File: config.mk
export PLATFORM = sky130hd
export DESIGN_NAME = online_digit_collector_flat
export DESIGN_NICKNAME = d
export VERILOG_FILES = /design/src/rtl/online_digit_collector_if.sv /design/src/rtl/online_digit_collector.sv /design/src/flat_wrapper.sv
export SDC_FILE = /design/constraint.sdc
export NUM_CORES = 1
export LEC_CHECK = 0
export BUFFER_PORTS_ARGS = -buffer_cell sky130_fd_sc_hd__buf_2
export CORE_MARGIN = 10
export CORE_UTILIZATION = 49
export CTS_BUF_LIST = sky130_fd_sc_hd__clkbuf_16
export CTS_CLUSTER_SIZE = 14
export DETAILED_ROUTE_END_ITERATION = 8
export PLACE_DENSITY = 0.69
export SLEW_MARGIN = 25
export SYNTH_ARGS = -nofsm -noshare
export SYNTH_HDL_FRONTEND = slang
export SYNTH_SLANG_ARGS = --single-unit
File: constraint.sdc
create_clock -name clk -period 2.4 [get_ports clk]
set_clock_uncertainty 0.1 [all_clocks]
set_input_delay 0.12 -clock clk [delete_from_list [all_inputs] [get_ports clk]]
set_output_delay 0.12 -clock clk [all_outputs]
set_load 0.005 [all_outputs]
File: src/rtl/online_digit_collector_if.sv
// Handshake/bus bundle between the digit sequencer and online_digit_collector.
// conv_out exists only when OTF_CONVERT_EN is defined.
interface online_digit_collector_if #(
   parameter int no_of_digits = 4,
   parameter int radix_bits   = 3
);
   localparam int DW = (no_of_digits + 1) * radix_bits;
   localparam int CW = 2 * (no_of_digits + 1) + 1;

   logic                  start;
   logic [radix_bits-1:0] z;
   logic [DW-1:0]         dout;
   logic                  dout_valid;
   logic                  busy;
   logic                  digit_err;
`ifdef OTF_CONVERT_EN
   logic [CW-1:0]         conv_out;
`endif

   modport master (
      output start, z,
      input  dout, dout_valid, busy, digit_err
`ifdef OTF_CONVERT_EN
      , input conv_out
`endif
   );

   modport slave (
      input  start, z,
      output dout, dout_valid, busy, digit_err
`ifdef OTF_CONVERT_EN
      , output conv_out
`endif
   );
endinterface

File: src/rtl/online_digit_collector.sv
// online_digit_collector: waits out the online delay after start, then captures
// no_of_digits+1 signed digits MSD first and presents them as one parallel word
// with a single-cycle valid pulse.
// Optional feature macro: OTF_CONVERT_EN (on-the-fly conversion to two's complement).
// Assumes no_of_digits >= 1 and delta >= 1.
//
// state   | meaning
// IDLE    | no frame; waiting for start
// WAIT    | online delay elapsing, z not sampled
// CAPTURE | sampling z each edge; cnt==0 marks the final capture edge
module online_digit_collector #(
   parameter int no_of_digits = 4,
   parameter int radix_bits   = 3,
   parameter int delta        = 2
) (
   input  logic                   clk,
   input  logic                   rst_n,
   online_digit_collector_if.slave bus
);
   localparam int DW      = (no_of_digits + 1) * radix_bits;
   localparam int CW      = 2 * (no_of_digits + 1) + 1;
   localparam int CNT_MAX = (delta - 1 > no_of_digits + 1) ? delta - 1 : no_of_digits + 1;
   localparam int CNT_W   = $clog2(CNT_MAX + 1);
   localparam logic [radix_bits-1:0] ILLEGAL = {1'b1, {(radix_bits-1){1'b0}}};

   typedef enum logic [1:0] {IDLE, WAIT, CAPTURE} state_t;

   state_t           state;
   logic [CNT_W-1:0] cnt;
   logic [DW-1:0]    sr;
   logic             err_flag;
   logic             z_illegal;
   logic [DW-1:0]    sr_next;

   assign z_illegal = (bus.z == ILLEGAL);
   assign sr_next   = {sr[DW-radix_bits-1:0], bus.z};

`ifdef OTF_CONVERT_EN
   logic [CW-1:0]   q;
   logic [CW-1:0]   qm;
   logic [2*CW-1:0] step_init;
   logic [2*CW-1:0] step_cur;

   // One conversion step: returns {Q_next, QM_next}; digit 3'b100 acts as -4.
   function automatic logic [2*CW-1:0] otf_step(input logic [CW-1:0] q_in,
                                                input logic [CW-1:0] qm_in,
                                                input logic signed [2:0] d);
      logic [2:0]    a_q;
      logic [2:0]    a_qm;
      logic [CW-1:0] nq;
      logic [CW-1:0] nqm;
      a_q  = '0;
      a_qm = '0;
      if (d > 3'sd0) begin
         a_qm = d - 3'd1;
         nq   = {q_in[CW-3:0], d[1:0]};
         nqm  = {q_in[CW-3:0], a_qm[1:0]};
      end else if (d == 3'sd0) begin
         nq   = {q_in[CW-3:0], 2'b00};
         nqm  = {qm_in[CW-3:0], 2'b11};
      end else begin
         a_q  = d + 3'd4;
         a_qm = d + 3'd3;
         nq   = {qm_in[CW-3:0], a_q[1:0]};
         nqm  = {qm_in[CW-3:0], a_qm[1:0]};
      end
      return {nq, nqm};
   endfunction

   // delta==1 captures on the start edge itself, so conversion starts from reset values there.
   assign step_init = otf_step('0, '1, bus.z[2:0]);
   assign step_cur  = otf_step(q, qm, bus.z[2:0]);
`endif

   // Frame sequencer with registered outputs.
   always_ff @(posedge clk or negedge rst_n) begin
      if (!rst_n) begin
         state          <= IDLE;
         cnt            <= '0;
         sr             <= '0;
         err_flag       <= 1'b0;
         bus.dout       <= '0;
         bus.dout_valid <= 1'b0;
         bus.busy       <= 1'b0;
         bus.digit_err  <= 1'b0;
`ifdef OTF_CONVERT_EN
         q              <= '0;
         qm             <= '1;
         bus.conv_out   <= '0;
`endif
      end else begin
         bus.dout_valid <= 1'b0;
         case (state)
            IDLE: begin
               if (bus.start) begin
                  bus.busy <= 1'b1;
                  if (delta == 1) begin
                     sr       <= sr_next;
                     err_flag <= z_illegal;
`ifdef OTF_CONVERT_EN
                     {q, qm}  <= step_init;
`endif
                     state    <= CAPTURE;
                     cnt      <= CNT_W'(no_of_digits - 1);
                  end else begin
                     err_flag <= 1'b0;
`ifdef OTF_CONVERT_EN
                     q        <= '0;
                     qm       <= '1;
`endif
                     if (delta == 2) begin
                        state <= CAPTURE;
                        cnt   <= CNT_W'(no_of_digits);
                     end else begin
                        state <= WAIT;
                        cnt   <= CNT_W'(delta - 3);
                     end
                  end
               end
            end
            WAIT: begin
               if (cnt == '0) begin
                  state <= CAPTURE;
                  cnt   <= CNT_W'(no_of_digits);
               end else begin
                  cnt <= cnt - 1'b1;
               end
            end
            CAPTURE: begin
               sr       <= sr_next;
               err_flag <= err_flag | z_illegal;
`ifdef OTF_CONVERT_EN
               {q, qm}  <= step_cur;
`endif
               if (cnt == '0) begin
                  state          <= IDLE;
                  bus.dout       <= sr_next;
                  bus.dout_valid <= 1'b1;
                  bus.busy       <= 1'b0;
                  bus.digit_err  <= err_flag | z_illegal;
`ifdef OTF_CONVERT_EN
                  bus.conv_out   <= step_cur[2*CW-1:CW];
`endif
               end else begin
                  cnt <= cnt - 1'b1;
               end
            end
            default: state <= IDLE;
         endcase
      end
   end
endmodule

File: src/flat_wrapper.sv
// flat-port wrapper written by rule: the top's interface ports become plain ports
module online_digit_collector_flat 
#(
   parameter int no_of_digits = 4,
   parameter int radix_bits   = 3,
   parameter int delta        = 2
)
  (clk, rst_n, bus_start, bus_z, bus_dout, bus_dout_valid, bus_busy, bus_digit_err);
  online_digit_collector_if #(.no_of_digits(no_of_digits), .radix_bits(radix_bits)) bus_i ();
  input  logic clk;
  input  logic rst_n;
  input wire logic [$bits(bus_i.start)-1:0] bus_start;
  input wire logic [$bits(bus_i.z)-1:0] bus_z;
  output wire logic [$bits(bus_i.dout)-1:0] bus_dout;
  output wire logic [$bits(bus_i.dout_valid)-1:0] bus_dout_valid;
  output wire logic [$bits(bus_i.busy)-1:0] bus_busy;
  output wire logic [$bits(bus_i.digit_err)-1:0] bus_digit_err;
  assign bus_i.start = bus_start;
  assign bus_i.z = bus_z;
  assign bus_dout = bus_i.dout;
  assign bus_dout_valid = bus_i.dout_valid;
  assign bus_busy = bus_i.busy;
  assign bus_digit_err = bus_i.digit_err;
  online_digit_collector #(.no_of_digits(no_of_digits), .radix_bits(radix_bits), .delta(delta)) u_core (.clk(clk), .rst_n(rst_n), .bus(bus_i));
endmodule
==> reports/summary.txt <==
result of the run - finished, final reports clean
placer congestion estimate - 0.6794
net switching share of the total power - 26.37%
Max FO, Critical Path - 11
M1 wire length - 999 um
net count reported at finish - 126
proportion of power drawn by combinational gates - 31.6%
total clock buffers created by CTS - 5
parity-gate share of the synthesized area counting xor and xnor cells - 0%
LEAKAGE - 0.8048 nW
share of post-route cells with drive strength above 1 - 50.42%
commonest non-fill, non-tap cell in the layout - dfrtp_1
TritonCTS clock tree - yes
via count of the first global-routing pass - 874
complex-gate fraction of the synthesized area - 2.844%
first-pass detailed-route iteration total - 4
synth-to-layout area growth - 24.04%
Mapped Area - 1364 um^2
number of rows created at floorplan - 19
global-route wire length before repair - 4.050 mm
clock tree root buffer cell - clkbuf_16
max-slew violations - 0
Diodes inserted - 0
worst endpoint required time - 2.46 ns
iteration-0 DRC count of the detailed router - 16
post-synthesis sequential element count - 34
post-synthesis cell type count - 18
main combinational cell family by area after synthesis - multiplexers
CTS H-Tree Depth - 2
proportion of synthesized area in mux cells - 24.68%
crit path cell chain - inv_1 > ha_1 > and3b_1 > buf_4 > mux2_2
mean post-synth cell area - 15.50 um^2
Chip Height - 72.76 um
area share of and/or/nand/nor cells after synthesis - 3.670%
net load switching power - 0.7026 mW
Setup crit end kind - flip-flop
number of port buffers - 23
worst rel slew slack - 51.23%
length of routed met2 wiring - 1.048 mm
nature of the critical path startpoint - flip-flop
unrepaired setup endpoints after global routing - false
drc violations - 0
max incr delay on CP - 0.35 ns
period utilization - 66.23%
placed wire-length estimate - 1.612 mm
Die Footprint - 5293 um^2
Post-Synthesis Net Count - 96
internal power summed over all cells - 1.962 mW
arrival time worst endpoint - 1.64 ns
x dimension of the die - 72.76 um
final worst hold slack - 0.01541 ns
Worst Tran Pin Value - 0.7316 ns
global-route total usage across every layer - 9.924%
number of clock sinks - 34
routed wire length on met3 - 186 um
Setup-failing EPs final - 0
routed wire length per instance - 15.13 um
post-route minimum period - 1.589 ns
antenna-violating nets left - 0
adder and majority cell fraction of the synthesized area - 1.835%
clock network fraction of design power - 30.3%
Initial Utilization - 50.32%
aggregate global routing overflow - 0
cell area power density - 1575 nW/um^2
buffers and inverters on the worst path - 2
Total Routed Length - 2.269 mm
# Max-Cap Violations - 0
initial antenna violation count - 0
share of the yosys chip area belonging to registers - 62.39%
most frequent cells in the layout - 34 x dfrtp_1, 23 x buf_2, 21 x mux2_2, 6 x mux2_4, 6 x nor2_1
Post-Synthesis Cells - 88
count of warnings emitted by yosys - 0
mean number of vias per cell - 5.200
final hold violations - 0
sequential fraction of design power - 38.0%
routed via count - 780
CP max stage cell - dfrtp_1
I/O pin count - 24
Post-CTS Setup Inserts - 0
Reg2Reg Setup Slack - 0.81 ns
Top delay family on crit path - flip-flops
Bufs on Longest Clock Path - 2
largest vdd supply drop - 0.0009819 V
Max Fclk - 629.2 MHz
category of the most critical setup path - flip-flop to flip-flop
maximum number of pins on one net before global-route repair - 35
Top Layer Used - met4
insertion delay of the later-clocked pin in the worst-skew pair - 0.27 ns
clock-pin slew on the worst setup and hold paths - 0.05 ns
area of the core - 2710 um^2
type of the worst min-delay path - input port to flip-flop
setup tns final - 0 ns
[worst reg2reg max path, cell delays in order (launching register included)]
cell and delay (ns):
dfrtp_1 0.35, inv_1 0.10, ha_1 0.18, and3b_1 0.17
buf_4 0.21, mux2_2 0.36
[metal layers]
metal	up-vias	global-route usage (%)
met2	23	14.55
met1	390	11.22
met4	0	6.329
li1	362	-
met5	-	0
met3	5	4.898
[layout make-up]
type / instances / area (um^2)
Tap cell: 31 / 38.79
Fill cell: 227 / 1018
Multi-Input combinational cell: 46 / 450.4
Timing Repair Buffer: 27 / 147.6
Clock buffer: 5 / 125.1
Clock inverter: 3 / 63.81
Inverter: 4 / 15.01
Sequential cell: 34 / 850.8
[path summary, 6_finish.rpt]
path                                  endpoint  cells past startpoint                 from
min in group asynchronous         u_core.sr[7]                      2                rst_n
hold reg to reg            u_core.bus.dout[14]                      1  u_core.bus.dout[14]
max in group asynchronous         u_core.sr[2]                      2                rst_n
setup reg to reg            u_core.bus.dout[4]                      5        u_core.cnt[0]
setup / recovery            u_core.bus.dout[4]                      5        u_core.cnt[0]
hold / removal              u_core.bus.dout[0]                      2             bus_z[0]
[flip-flops by register name (all words and copies together) (netlist names)]
register               count
u_core.bus.digit_err       1
u_core.bus.dout           15
u_core.bus.dout_valid      1
u_core.cnt                 3
u_core.err_flag            1
u_core.sr                 12
u_core.state               1
[synth_stat cells]
library cell,count,area [um^2]
nand4b_1,1,8.760
ha_1,2,25.02
buf_12,1,20.02
mux2_4,6,90.09
inv_1,4,15.01
mux2_2,21,236.5
dfrtp_1,34,850.8
buf_6,2,22.52
buf_2,1,5.000
o221ai_1,1,8.760
nor2_1,6,22.52
mux2i_1,1,10.01
nand2_1,1,3.750
o22ai_1,1,6.260
a22o_1,1,8.760
and3b_1,1,8.760
a21oi_1,3,15.01
nor2b_1,1,6.260
[per-stage QoR]
step                power (mW)  setup slack, ns  util, %  cells  instance area, um^2
floorplan                1.628           0.8634        -     88                 1364
global placement         1.848           0.8390    55.08    141                 1493
detailed placement       1.890           0.8006    55.08    141                 1493
CTS                      2.714           0.7934    62.42    150                 1692
global route             2.869           0.7143    62.42    150                 1692
finish                   2.665           0.8106    62.42    150                 1692
[repair_timing]
item	in CTS	in global routing
gates resized for setup	0	0
hold endpoints to repair	34	0
hold buffers	1	0
[kinds of logic after synthesis]
kind of cell	Yosys count
flip-flops	34
multiplexers	28
AND/OR/NAND/NOR	10
buffers and inverters	8
AO/OA/AOI/OAI	6
adder cells (fa/ha/maj)	2
[power by group through the flow]
stage                     sequential, mW  combinational, mW  clock [mW]
final                               1.01              0.843       0.808
after global routing                1.06              0.962       0.849
after CTS                           1.02              0.868       0.828
after detailed placement            1.03              0.865           0
after global placement              1.01              0.838           0
after floorplan                     1.01              0.619           0
Note: power is estimated with default switching activity, not from simulation.
